[config.mk]
export PLATFORM = sky130hd
export DESIGN_NAME = textmode_pixel_pal
export DESIGN_NICKNAME = d
export VERILOG_FILES = /design/src/rtl/textmode_pkg.sv /design/src/rtl/textmode_palette.sv /design/src/rtl/textmode_pixel_pal.sv
export SDC_FILE = /design/constraint.sdc
export NUM_CORES = 1
export LEC_CHECK = 0
export CORE_MARGIN = 8
export CORE_UTILIZATION = 30
export CTS_CLUSTER_DIAMETER = 50
export CTS_CLUSTER_SIZE = 28
export DETAILED_ROUTE_END_ITERATION = 16
export HOLD_SLACK_MARGIN = 0.15
export PLACE_DENSITY = 0.63
export SKIP_LAST_GASP = 1
export SLEW_MARGIN = 20
export SYNTH_ARGS = -nofsm -noshare
export SYNTH_HDL_FRONTEND = slang
export SYNTH_SLANG_ARGS = --single-unit
[constraint.sdc]
create_clock -name clk -period 3.5 [get_ports clk]
set_input_delay 0.35 -clock clk [delete_from_list [all_inputs] [get_ports clk]]
set_output_delay 0.35 -clock clk [all_outputs]
set_load 0.1 [all_outputs]
[src/rtl/textmode_pkg.sv]
// Shared constants and the default palette for the text-mode pixel pipeline.
package textmode_pkg;

    // Attribute byte layout
    localparam int unsigned AttBlinkBit = 7;
    localparam int unsigned AttBgMsb    = 6;
    localparam int unsigned AttBgLsb    = 4;
    localparam int unsigned AttFgMsb    = 3;
    localparam int unsigned AttFgLsb    = 0;

    localparam int unsigned PalDepth = 16;
    localparam int unsigned PalIdxW  = 4;

    // CGA-style level for one channel: bit set -> bright or 2/3, clear -> 1/3 or off.
    function automatic int unsigned default_level(int unsigned color_bits, logic [3:0] idx,
                                                  int unsigned chan);
        int unsigned max_v;
        max_v = (1 << color_bits) - 1;
        if (idx[chan]) return idx[3] ? max_v : (2 * max_v) / 3;
        return idx[3] ? max_v / 3 : 0;
    endfunction

    // Packed {r,g,b} default entry, b in the low ColorBits.
    function automatic logic [23:0] default_entry(int unsigned color_bits, logic [3:0] idx);
        logic [23:0] e;
        e = '0;
        for (int unsigned c = 0; c < 3; c++) begin
            e = e | (24'(default_level(color_bits, idx, c)) << (c * color_bits));
        end
        return e;
    endfunction

endpackage

[src/rtl/textmode_palette.sv]
// 16-entry colour palette with async read. Writable registers when
// TEXTMODE_PALETTE_WRITE_EN is defined, otherwise a constant default table.
module textmode_palette
    import textmode_pkg::*;
#(
    parameter int unsigned ColorBits = 4,
    parameter int unsigned DataW     = 3 * ColorBits
) (
    input  logic               clk,
    input  logic               rst_n,
    input  logic               we_i,
    input  logic [PalIdxW-1:0] waddr_i,
    input  logic [DataW-1:0]   wdata_i,
    input  logic [PalIdxW-1:0] raddr_i,
    output logic [DataW-1:0]   rdata_o
);

    logic [DataW-1:0] def_tbl [PalDepth];

    for (genvar gi = 0; gi < PalDepth; gi++) begin : g_def
        assign def_tbl[gi] = DataW'(default_entry(ColorBits, 4'(gi)));
    end

`ifdef TEXTMODE_PALETTE_WRITE_EN
    logic [DataW-1:0] mem_q [PalDepth];

    // Palette storage: reset to defaults, written on any clk regardless of pixclk
    always_ff @(posedge clk or negedge rst_n) begin
        if (!rst_n) begin
            for (int i = 0; i < PalDepth; i++) mem_q[i] <= def_tbl[i];
        end else if (we_i) begin
            mem_q[waddr_i] <= wdata_i;
        end
    end

    // Read sees the pre-write value in the write cycle
    assign rdata_o = mem_q[raddr_i];
`else
    logic unused_wr;
    assign unused_wr = ^{clk, rst_n, we_i, waddr_i, wdata_i};
    assign rdata_o   = def_tbl[raddr_i];
`endif

endmodule

[src/rtl/textmode_pixel_pal.sv]
// Text-mode attribute/palette pixel pipeline: two pixclk-gated stages with
// blink handling. Optional palette writes via TEXTMODE_PALETTE_WRITE_EN.
module textmode_pixel_pal
    import textmode_pkg::*;
#(
    parameter int unsigned COLOR_BITS   = 4,
    parameter int unsigned BLINK_FRAMES = 16
) (
    input  logic                    clk,
    input  logic                    rst_n,
    input  logic                    pixclk,
    input  logic [7:0]              attcode,
    input  logic                    pixel,
    input  logic                    visible,
    input  logic                    cursor,
    input  logic                    hsync_in,
    input  logic                    vsync_in,
    input  logic                    pal_we,
    input  logic [3:0]              pal_addr,
    input  logic [3*COLOR_BITS-1:0] pal_data,
    output logic                    hsync,
    output logic                    vsync,
    output logic [COLOR_BITS-1:0]   r,
    output logic [COLOR_BITS-1:0]   g,
    output logic [COLOR_BITS-1:0]   b
);

    localparam int unsigned DataW = 3 * COLOR_BITS;

    logic [PalIdxW-1:0] s1_idx_q, s1_idx_d;
    logic               s1_vis_q, s1_hs_q, s1_vs_q;
    logic               vs_prev_q;
    logic [7:0]         blink_cnt_q, blink_cnt_d;
    logic               blink_phase_q, blink_phase_d;
    logic               fg;
    logic               vs_rise;
    logic [DataW-1:0]   pal_rdata;
    logic [DataW-1:0]   col_d, col_q;
    logic               hs_q, vs_q;

    textmode_palette #(
        .ColorBits(COLOR_BITS)
    ) u_palette (
        .clk    (clk),
        .rst_n  (rst_n),
        .we_i   (pal_we),
        .waddr_i(pal_addr),
        .wdata_i(pal_data),
        .raddr_i(s1_idx_q),
        .rdata_o(pal_rdata)
    );

    // Foreground select, palette index and blink counter next state
    always_comb begin
        blink_cnt_d   = blink_cnt_q;
        blink_phase_d = blink_phase_q;
        fg = (pixel & ~(attcode[AttBlinkBit] & blink_phase_q)) | (cursor & ~blink_phase_q);
        s1_idx_d = fg ? attcode[AttFgMsb:AttFgLsb] : {1'b0, attcode[AttBgMsb:AttBgLsb]};
        vs_rise  = vsync_in & ~vs_prev_q;
        if (vs_rise) begin
            if (blink_cnt_q == 8'(BLINK_FRAMES - 1)) begin
                blink_cnt_d   = '0;
                blink_phase_d = ~blink_phase_q;
            end else begin
                blink_cnt_d = blink_cnt_q + 8'd1;
            end
        end
        col_d = s1_vis_q ? pal_rdata : '0;
    end

    // Pipeline stages and blink state, all advanced only on pixel enables
    always_ff @(posedge clk or negedge rst_n) begin
        if (!rst_n) begin
            s1_idx_q      <= '0;
            s1_vis_q      <= 1'b0;
            s1_hs_q       <= 1'b0;
            s1_vs_q       <= 1'b0;
            vs_prev_q     <= 1'b0;
            blink_cnt_q   <= '0;
            blink_phase_q <= 1'b0;
            col_q         <= '0;
            hs_q          <= 1'b0;
            vs_q          <= 1'b0;
        end else if (pixclk) begin
            s1_idx_q      <= s1_idx_d;
            s1_vis_q      <= visible;
            s1_hs_q       <= hsync_in;
            s1_vs_q       <= vsync_in;
            vs_prev_q     <= vsync_in;
            blink_cnt_q   <= blink_cnt_d;
            blink_phase_q <= blink_phase_d;
            col_q         <= col_d;
            hs_q          <= s1_hs_q;
            vs_q          <= s1_vs_q;
        end
    end

    assign hsync = hs_q;
    assign vsync = vs_q;
    assign r     = col_q[2*COLOR_BITS +: COLOR_BITS];
    assign g     = col_q[COLOR_BITS +: COLOR_BITS];
    assign b     = col_q[0 +: COLOR_BITS];

endmodule

[After elaboration in Yosys (flattened, before gate mapping)]
Memories as Yosys holds them, arrays and structs flattened.
Index checks and enable logic that the tools add are counted.
W data, S select, Z words.
Storage, ports and cells
  register bits: 30
  ROM bits: 192
  output and inout bits: 14
  memories: 1
Cells by class
  add/sub/neg operators: 1
  magnitude comparators: 1
  eq/ne operators: 1
  mux-type cells: 5
  bitwise operators: 9
  reduce and logical (&&, ||, !) cells: 2
Memory list
  (no name shown): depth 16, width 12, rd ports 1, clocked after memory_dff 0, wr ports 0, RTL line textmode_palette.sv:41  | assign rdata_o = def_tbl[raddr_i];
Operator list (number)
  $mux W12: 3
  $add A8 B1 Y8 const B: 1
  $eq A8 B4 Y1 const B: 1
  $mux W8: 1
  $ge A5 B5 Y1 const B: 1
  $not A4 Y5: 1
  $and A1 B1 Y1: 4
  $mux W4: 1
  $not A1 Y1: 3
  $reduce_and A3 Y1: 1
  $reduce_and A2 Y1: 1
  $or A1 B1 Y1: 1

[Depth between registers and ports, before layout]
  depth in word-level cells: 5
  mapped depth: 5

[By module]
A second synthesis with hierarchy kept.
Second synthesis, totals
  cell total of the unflattened synthesis: 139
  area total of the unflattened synthesis: 1446.4 um^2
Modules (own cells, without submodules)
  textmode_pixel_pal: times used 1, cells an instance 127, area each 1356.3 um^2, seq. area each 750.7 um^2
  textmode_palette: times used 1, cells an instance 12, area each 90.1 um^2, seq. area each 0.0 um^2

[Worst setup path after synthesis]
OpenSTA, ideal clock, no wires.
  path type: register -> output
  start: reg col_q[10] (netlist name)
  end: out b[2]
  data arrival time: 1.406 ns
  data required time: 3.150 ns
  slack: 1.744 ns
  cell stages (with the launch flop): 2
  path buffers: 1
  path through: dfrtp_1 -> buf_4
RTL lines
  to (decl): RTL line textmode_pixel_pal.sv:25  | output logic [COLOR_BITS-1:0] b

==> results.md <==
- Detailed Route WL: about 2100 um
- Critical Path RT: between 3000 and 4000 ps
- Sequential area share after synthesis: approximately half
- Syn. warnings: 0
- Hold path depth: 1
- Compound-cell area share of the yosys netlist: about 8.5%
- Combinational group share of total power: between 30% and 40%
- GP Congestion: 0.6452
- Port bufs: 29
- Post-synthesis mux area share: slightly above 6%
- Hold Path End: blink_phase_q
- FF-to-FF setup slack: around 2100 ps
- GRT overflow: 0
- Final hold viol count: 0
- NetSw: 0.0002992 W
- Layout cell share with drive strength beyond 1: a little under a tenth
- CP endpoint kind: primary output
- Crit path buf inv count: 1
- Reg2reg path depth: 3
- Clock-pin slew on the worst setup and hold paths: between 100 and 150 ps
- RSZ-0062 raised after global routing: false
- CTS sink cnt: 22
- CTS tree: built
- R2R Path Start: blink_cnt_q[4]
- # IOs: between 40 and 50
- Largest net degree at the start of global routing: 26
- Fmax: approximately 440 MHz
- Sw Share: approximately two fifths
- Worst vdd ir: around 130 uV
- H-Tree Level Count: 1
- Total power draw: around 0.0007 W
- Adder-cell share of the synthesized area: 1.175%
- Max capacitance violation total: 0
- Initial core utilization: 31.66%
- R2r endpoint: blink_phase_q
- Vias per cell: around 4.6
- HP Class: reg2reg
- Relative slew slack: 34.41%
- Power per standard cell area: about 530 nW/um^2
- Crit-path max cell delay: between 1000 and 1500 ps
- Initial DRC count: 28
- Syn Inst Count: between 90 and 100
- Final setup violation count: 0
- CORE AREA: roughly 3400 um^2
- Area growth syn-to-layout: 26.67%
- Avg WL per Cell: roughly 12 um
- Min Tclk post-route: approximately 2300 ps
- Inserted Diodes: 0
- Static Leak: approximately 0.6 nW
- Worst skew pair latency: 300 ps
- Die W: ~76 um
- Arr. time, crit path: ~1900 ps
- CP max stage cell: clkdlybuf4s50_1
- Vias in the first global route: 759
- Final core utilization: roughly two fifths
- Fin crit share: about two thirds
- First-pass GRT wire length: 3263 um
- Worst Path Max Fanout: 7
- Synth Area in Simple Gates: between 10% and 20%
- Min-delay src: blink_phase_q
- Clock group share of total power: ~16%
- Critical-path cell list: clkdlybuf4s50_1
- Setup TNS: 0 ps
- Vias: roughly 760
- Post-layout net count: about 160
- Setup CP Type: reg2out
- Met3 routed WL: about 150 um
- # rows: 21
- DRC Markers: 0
- Sequential share of power: around 46%
- Worst setup SP type: flop
- Clock root cell: clkbuf_4
- Worst-Margin Slew: between 900 and 1000 ps
- Synth unique cells: 31
- ANT nets after route: 0
- Combinational family with the most area after synthesis: simple AND/OR/NAND/NOR gates
- Final number of max-transition violations: 0
- Top layer reached by signal wires: met4
- Post-CTS setup buffers: 0
- Post-Synth XOR/XNOR Area: under 10%
- Antenna violations before repair: 0
- HPWL Detailed: roughly 1600 um
- CTS Buffer Depth: 2
- Hold WS: 476.8 ps
- Internal cell power: ~0.00042 W
- Routed wl met2: 1071 um
- DIE AREA: approximately 5700 um^2
- Gr usage total: between 7 and 8%
- Final Skew: between 9 and 10 ps
- Post-Syn Area: between 1000 and 1500 um^2
- Crit path max-delay family: buffers and inverters
- Syn Nets: 133
- Metal-1 WL: 832 um
- TritonRoute pass-1 iters: 2
- TritonCTS Buffers: 3
- Avg Synthesized Cell Area: around 11 um^2
- Die height: 75.58 um
- Yosys reg bits: 22
- Status: complete, no violations
cells by family after synthesis:
group	Yosys count
AOI/OAI and AO/OA	14
xor gates and xnor gates	5
adders and majority gates	1
buffers and inverters	21
DFF	22
muxes	6
and+or+nand+nor	30
state kept, by name, summed over array words and instances (netlist names):
| register | cells |
|---|---|
| col_q | 4 |
| vsync | 1 |
| vs_prev_q | 1 |
| hsync | 1 |
| blink_phase_q | 1 |
| s1_hs_q | 1 |
| s1_idx_q | 4 |
| blink_cnt_q | 8 |
| s1_vis_q | 1 |
placed cells by master (no fill, tap or decap), drive strengths merged, types with 2 or more instances in the layout:
cell type	instances
clkdlybuf4s50	28
dfrtp	22
inv	9
nand2	8
nand3	6
o21ai	6
mux2	5
xor2	5
nand4	3
o221ai	3
clkbuf	3
nor3	2
nor2	2
nor4	2
per-stage QoR:
stage,setup WS (ps),instance area (um^2),instances
2_1_floorplan,1744,1065,99
3_3_place_gp,1224,1321,162
3_5_place_dp,1113,1321,162
4_1_cts,1190,1344,165
5_1_grt,1143,1349,166
6_report,1232,1349,166
worst max-delay path by stage:
stage / startpoint / endpoint / slack (ps) / cells past startpoint
after detailed placement: pixclk / blink_cnt_q[4] / 1110 / 4
after global routing: col_q[10] / g[2] / 1140 / 1
after global placement: pixclk / blink_cnt_q[4] / 1220 / 4
final: col_q[10] / g[0] / 1230 / 1
after CTS: col_q[10] / g[0] / 1190 / 1
after floorplan: col_q[10] / b[2] / 1740 / 1
metal layers:
layer  global-route usage [%]  up-vias
met5                        0        -
met1                    7.093      366
met2                    14.29       19
met3                    2.368        2
li1                         -      376
met4                    3.198        0
power by group through the flow:
stage	clock (W)	sequential [W]	combinational, W
6_report	0.000113	0.000332	0.000273
3_3_place_gp	0	0.000334	0.000270
5_1_grt	0.000127	0.000339	0.000292
2_1_floorplan	0	0.000391	0.000157
3_5_place_dp	0	0.000337	0.000277
4_1_cts	0.000120	0.000332	0.000277
repair_timing:
item,4_1_cts,5_1_grt
hold endpoints to repair,0,22
gates resized for setup,0,0
endpoints found under the setup margin,0,0
hold buffers,0,1
cells in the mapped netlist, drive strengths merged:
library cell,n,area (um^2)
buf,11,87.58
nand2b,1,6.260
o21bai,1,7.510
and2,1,6.260
dfrtp,22,550.5
a21o,1,7.510
nand3,6,30.03
nand2,8,30.03
nor4,2,18.77
a211oi,1,7.510
clkbuf,1,3.750
ha,1,12.51
and3b,1,8.760
or4,1,7.510
xor2,5,43.79
inv,9,33.78
a21oi,1,5.000
mux2i,1,10.01
or3,1,6.260
nor2,2,7.510
o21ai,6,30.03
o221ai,3,26.28
nor3,2,10.01
and3,1,6.260
nand4,3,18.77
nand3b,1,20.02
o22ai,1,6.260
mux2,5,56.30
area by class of cell:
type	count	area, um^2
flip-flops and latches	22	550.5
fillers	341	2014
repair buffers	30	295.3
inverters	9	33.78
clock buffers	3	22.52
well taps	46	57.56
multi-input cells	56	389.1
No activity file was read; power rests on OpenSTA's default activity.
